### src/rtl/iob_bpack.sv
// iob_bpack: packs variable-width, MSB-aligned fields into DATA_W-bit words.
// Bits are buffered MSB-first in a 2*DATA_W register; the top DATA_W bits
// form the output word. A flush zero-pads the partial tail word and marks
// the final word with olast_o.
module iob_bpack #(
  parameter int DATA_W = 21
) (
  input  logic                          clk_i,
  input  logic                          cke_i,
  input  logic                          rst_n_i,
  input  logic                          wvalid_i,
  output logic                          wready_o,
  input  logic [$clog2(DATA_W):0]       wwidth_i,
  input  logic [DATA_W-1:0]             wdata_i,
  input  logic                          flush_i,
  output logic                          ovalid_o,
  input  logic                          oready_i,
  output logic [DATA_W-1:0]             odata_o,
  output logic                          olast_o,
  output logic [$clog2(2*DATA_W):0]     level_o
);

  localparam int WW = $clog2(DATA_W) + 1;
  localparam int LW = $clog2(2*DATA_W) + 1;
  localparam int BW = 2 * DATA_W;

  localparam logic [WW-1:0] DW_W = WW'(DATA_W);
  localparam logic [LW-1:0] DW_L = LW'(DATA_W);

  logic [BW-1:0]     bits_q, bits_d;
  logic [LW-1:0]     level_q, level_d;
  logic              flush_pend_q, flush_pend_d;

  logic [WW-1:0]     wwidth_c;
  logic [DATA_W-1:0] field_mask;
  logic [DATA_W-1:0] field;
  logic              w_acc;
  logic              o_acc;

  // Handshake outputs and the visible word, all derived from registered state.
  always_comb begin
    wready_o = rst_n_i & cke_i & (level_q <= DW_L) & ~flush_pend_q;
    ovalid_o = rst_n_i & cke_i &
               ((level_q >= DW_L) | (flush_pend_q & (level_q != '0)));
    olast_o  = ovalid_o & flush_pend_q & (level_q <= DW_L);
    odata_o  = bits_q[BW-1 -: DATA_W];
    level_o  = level_q;
    w_acc    = wvalid_i & wready_o;
    o_acc    = ovalid_o & oready_i;
  end

  // Clamp the width and keep only the top wwidth bits of the field, so the
  // buffer stays zero below the valid level.
  always_comb begin
    wwidth_c   = (wwidth_i > DW_W) ? DW_W : wwidth_i;
    field_mask = ~({DATA_W{1'b1}} >> wwidth_c);
    field      = wdata_i & field_mask;
  end

  // Next state: drain the head word first, then append the new field right
  // below whatever remains, so a simultaneous write at level DATA_W lands at
  // the MSB.
  always_comb begin
    logic [BW-1:0] bits_s;
    logic [LW-1:0] level_s;
    logic [BW-1:0] field_ext;

    bits_s  = bits_q;
    level_s = level_q;
    if (o_acc) begin
      bits_s  = bits_q << DATA_W;
      level_s = (level_q >= DW_L) ? (level_q - DW_L) : '0;
    end

    field_ext = {field, {DATA_W{1'b0}}} >> level_s;

    bits_d  = bits_s;
    level_d = level_s;
    if (w_acc) begin
      bits_d  = bits_s | field_ext;
      level_d = level_s + LW'(wwidth_c);
    end

    // A flush stays pending until the buffer has fully drained; a flush on an
    // empty buffer with no write therefore never becomes pending.
    flush_pend_d = (flush_pend_q | flush_i) & (level_d != '0);
  end

  // State registers: synchronous reset wins over the clock enable.
  always_ff @(posedge clk_i) begin
    if (!rst_n_i) begin
      bits_q       <= '0;
      level_q      <= '0;
      flush_pend_q <= 1'b0;
    end else if (cke_i) begin
      bits_q       <= bits_d;
      level_q      <= level_d;
      flush_pend_q <= flush_pend_d;
    end
  end

endmodule

### config.mk
export PLATFORM = sky130hd
export DESIGN_NAME = iob_bpack
export DESIGN_NICKNAME = d
export VERILOG_FILES = /design/src/rtl/iob_bpack.sv
export SDC_FILE = /design/constraint.sdc
export NUM_CORES = 1
export LEC_CHECK = 0
export CAP_MARGIN = 20
export CORE_MARGIN = 2
export CORE_UTILIZATION = 25
export DETAILED_ROUTE_END_ITERATION = 8
export REMOVE_ABC_BUFFERS = 1
export SYNTH_ARGS = -nofsm -noshare
export SYNTH_HDL_FRONTEND = slang
export SYNTH_SLANG_ARGS = --single-unit
### constraint.sdc
create_clock -name clk_i -period 4.7 [get_ports clk_i]
set_input_delay 1.41 -clock clk_i [delete_from_list [all_inputs] [get_ports clk_i]]
set_output_delay 1.41 -clock clk_i [all_outputs]
set_load 0.005 [all_outputs]
After elaboration in Yosys (flattened, before gate mapping). Cells that the tools add are included.

Bits in latches: 0. Bits in registers: 50. Memories: 0. Bits in read-only memories: 0. Bits in writable memories: 0. Output and inout bits: 31. Bits of input ports: 33. Word-level logic and storage cells: 34.

Reductions and logical operators: 2. Shift-type cells: 2. Add/subtract/negate cells: 2. Multiply operators: 0. Bitwise logic cells: 16. Equality and inequality tests: 0. Muxes and demuxes: 6. Divide/modulo/power cells: 0. Order comparisons: 3.

Operator list (number): 42-bit two-way mux (2); 42-bit bitwise OR (1); 42-bit by 7-bit >> shifter with 42-bit output (1); 21-bit bitwise AND (1); 7-bit two-way mux (3); 21-bit NOT (1); 21-bit by 6-bit >> shifter with 21-bit output, first input constant (1); 7-bit nonzero test (2); 1-bit bitwise AND (10); 7-bit by 6-bit adder with 7-bit output (1); 7-bit by 5-bit greater-or-equal comparator with 1-bit output, second input constant (1); 7-bit by 5-bit <= comparator with 1-bit output, second input constant (1); 7-bit by 5-bit subtractor with 7-bit output, second input constant (1); 6-bit by 5-bit greater-than comparator with 1-bit output, second input constant (1); 6-bit two-way mux (1); 1-bit bitwise OR (2); 1-bit NOT (1).

Logic depth before layout (Yosys ltp).
Depth after elaboration: 10. Mapped depth: 21. Depth with buffers taken out: 17.

Least setup slack after synthesis. Ideal clock, no wire load.

Path kind: input-to-reg. Start: input port rst_n_i. End: register flush_pend_q. Data arrival time: 4.601 ns. Setup slack: -0.035 ns. Required time: 4.567 ns. Path buffers: 4. Stages on the path: 13. Library setup time: 0.133 ns. Cell sequence: clkbuf_1 -> nand3_1 -> a21o_1 -> buf_4 -> a21oi_1 -> clkbuf_1 -> buf_2 -> xnor2_1 -> ha_1 -> or3_1 -> or3_1 -> a21oi_1 -> a311oi_1.

Cells in the longest elaborated chain, start to end: 8. Elaborated cells on any way between the ends: 11. Those cells by class: add/sub (1); mux (2); bitwise (7); reduce/logical (1).

RTL lines: start, declared (line 10) `input logic rst_n_i,`; 1-bit bitwise AND (line 42, 43); 1-bit bitwise AND (line 43) `ovalid_o = rst_n_i & cke_i &`; 1-bit bitwise AND (line 49) `o_acc = ovalid_o & oready_i;`; 7-bit two-way mux (line 70) `if (o_acc) begin`; 7-bit by 6-bit adder with 7-bit output (line 81) `level_d = level_s + LW'(wwidth_c);`; 7-bit two-way mux (line 79) `if (w_acc) begin`; 7-bit nonzero test (line 86) `flush_pend_d = (flush_pend_q | flush_i) & (level_d != '0);`; 1-bit bitwise AND (line 86); end signal, assigned (line 98) `flush_pend_q <= flush_pend_d;`; end, declared (line 32) `logic flush_pend_q, flush_pend_d;`.

Parallel ways exist; a longest one is shown, timed or not. A chain may end at the register's enable or synchronous reset.

Worst setup path in the final report.
Start: input port rst_n_i. End: output port wready_o.

Cells in the longest elaborated chain, start to end: 3.

RTL lines: 1-bit bitwise AND (3 in series) (line 42) `wready_o = rst_n_i & cke_i & (level_q <= DW_L) & ~flush_pend_q;`; end, declared (line 12) `output logic wready_o,`.

Every way passes these cells.

==> impl_metrics.toml <==
[min_path]
hold_class = "reg -> reg"

[pwr]
power_density_mw_per_mm2 = 253
p_switching_uw = 504
p_comb_share_pct = 39.7
clockPowerShare_pct = 26.4
swShare_pct = 36.6
peakVddDrop_v = 0.000152
internal-power_uw = 874
pwr-share-seq_pct = 33.9
p_leak_uw = 0.00205

[clock_network]
hold_buffers = 0
clock_path_buffers = 2
clk_pin_slew_ps = 70
cts_resized = 0
post-cts-setup-buffer-count = 0
cts.htree.levels = 2
numCtsBuffers = 5
cts_root_buf = "clkbuf_16"
clk-insertion-delay-late_ps = 300
cts_tree = "done"
clock_sink_count = 50

[synthesis]
yosys.area.top_type_share_pct = 22.5
syn_area_per_cell_sq_um = 7.49
ys_warn_count = 0
synth_edf_count = 0
synth-async-reset-ratio_pct = 0
synthesis.area_sq_mm = 0.00444
netlist_instances = 593
synth_ff_type = "dfxtp_1"
ys_ff_latch = 50
yosys.area.top_type = "dfxtp_1"
synth.distinct_cells = 73
synth_common_cells = "nand2_1 (70), nor2_1 (62), dfxtp_1 (50)"
yosysMostFrequentCell = "nand2_1"
ys_seq_area_share_pct = 22.5
synth.area.top_cells = "dfxtp_1 (23%), mux2i_1 (9.9%), nand2_1 (5.9%)"

[drt]
vias_per_cell = 5.48
firstDrtPassIters = 5
vias = 4725
drc_errors = 0
drtIter0Drc = 504
wl_per_cell_um = 18.8
routed_wl_um = 16300
detail-route-antenna-nets = 0

[layout]
fin_nets = 679
drive_gt1_share_pct = 12.1
stdcell_count = 863
syn2layout_area_growth_pct = 22.5
antenna_cells = 0
final.fill_count = 1841
final_cell_area_sq_mm = 0.00544

[sta]
setup_viol = 0
skew_ps = 3.09
fin_ws_ps = 171
slew_violations = 0
fmax_mhz = 221
max-slew-margin-rel_pct = 55.0
hold_viol = 0
tightest_slew_ps = 668
min_period_over_period_pct = 96.4
fin_tns_setup_ps = 0
rsz0062_at_grt = "no"
timing.final.crit_period_ps = 4530

[setup_path]
criticalPathCategory = "in -> out"
start_kind = "input pin"
worstPathMaxFanout = 3
worstPathRequired_ps = 3290
end_kind = "output pin"
critPathArrivalTime_ps = 3120

[die]
initial_core_util_pct = 25.6
core_sq_mm = 0.0174
die-area_sq_mm = 0.0188
std_cell_rows = 48
die_x_um = 137
ioPinCount = 64
die_height_um = 137

[grt]
grt_most_used_layer = "met2"
met3_usage_pct = 2.54
grtUsageMet1_pct = 25.3
grt-ovfl-total = 0
grt.total_usage_pct = 17.3
antenna_found_initial = 0
grt_max_degree = 30
grt_pass1_vias = 4492
grt_use_met2_pct = 25.7
grt_pass1_wl_um = 25400

[placed_design]
place_area_sq_mm = 0.00530
dp_cells = 856
gp_congestion = 0.920
portBuffers = 63
post-place-ws_ps = 102
place_hpwl_um = 12100

[status]
status = "finished, final reports clean"

[flow_run]
cap_viol_max_count = 0
[cells by family after synthesis]
group,Yosys count,synth area share [%]
AOI/OAI and AO/OA,193,30.4
xor gates and xnor gates,6,1.18
adders and majority gates,8,2.25
buffers and inverters,77,9.27
DFF,50,22.5
muxes,60,14.0
other,1,0.0844
and+or+nand+nor,198,20.3
[registers in the layout (all words and copies together), names as in the netlist]
| register | cells |
|---|---|
| bits_q | 42 |
| flush_pend_q | 1 |
| level_o | 7 |
[through the flow]
step | hold slack [ps] | util (%) | total power [uW]
2_1_floorplan | 425 | - | 778
3_3_place_gp | 437 | 30.6 | 1010
5_1_grt | 488 | 31.4 | 1450
4_1_cts | 458 | 31.4 | 1370
6_report | 459 | 31.4 | 1380
3_5_place_dp | 442 | 30.6 | 1010
[per-layer routing]
layer,wire [um],part of all wire [%],vias to the layer above
met5,0,0,-
met4,416,2.6,0
met3,1130,7.0,28
met2,6980,43,182
met1,7730,48,2248
li1,-,-,2267
[power groups by stage]
| stage | combinational [uW] | clock, uW | sequential (uW) |
|---|---|---|---|
| after floorplan | 304 | 0 | 474 |
| final | 547 | 363 | 467 |
| after CTS | 538 | 369 | 467 |
| after detailed placement | 535 | 0 | 476 |
| after global routing | 592 | 391 | 470 |
| after global placement | 538 | 0 | 476 |
[final timing paths]
check                           cells after the start  slack (ps)    endpoint        from
worst min-delay path                                2         460   bits_q[1]   bits_q[1]
worst min register to register                      2         460   bits_q[1]   bits_q[1]
worst max register to register                     14         710  bits_q[23]  level_o[1]
worst max-delay path                                4         170    wready_o     rst_n_i
[layout by cell type (no fill, tap or decap), drive strengths merged, types with 4 or more instances in the layout]
| master | Yosys | layout |
|---|---|---|
| nor3 | 10 | 10 |
| a211oi | 9 | 9 |
| o22a | 4 | 4 |
| nand2 | 70 | 70 |
| clkdlybuf4s50 | 0 | 63 |
| or3 | 5 | 5 |
| inv | 10 | 11 |
| and3 | 6 | 6 |
| o21ai | 51 | 51 |
| xnor2 | 5 | 5 |
| o22ai | 10 | 10 |
| o221ai | 10 | 10 |
| mux2i | 44 | 44 |
| a221o | 4 | 4 |
| clkbuf | 32 | 5 |
| a31oi | 7 | 7 |
| nand3 | 15 | 15 |
| o21a | 6 | 6 |
| ha | 8 | 8 |
| dfxtp | 50 | 50 |
| o211ai | 8 | 8 |
| o31ai | 5 | 5 |
| and2 | 8 | 8 |
| a211o | 5 | 5 |
| nor2 | 63 | 63 |
| a22oi | 4 | 4 |
| buf | 34 | 41 |
| a21o | 6 | 6 |
| mux2 | 16 | 16 |
| a21oi | 32 | 32 |
[worst max-delay path: stages]
cell and delay [ps]:
clkdlybuf4s50_1 640, nand3_1 160, a211oi_1 340, clkdlybuf4s50_1 570
[cell type report]
| type | count | area (sq um) | share of cell area, % |
|---|---|---|---|
| multi-input cells | 466 | 3040 | 55.8 |
| flip-flops and latches | 50 | 1000 | 18.4 |
| repair buffers | 104 | 938 | 17.2 |
| well taps | 225 | 282 | 5.17 |
| clock buffers | 5 | 125 | 2.30 |
| inverters | 11 | 46.3 | 0.851 |
| clock inverters | 2 | 13.8 | 0.253 |
(Power assumes the default switching activity.)
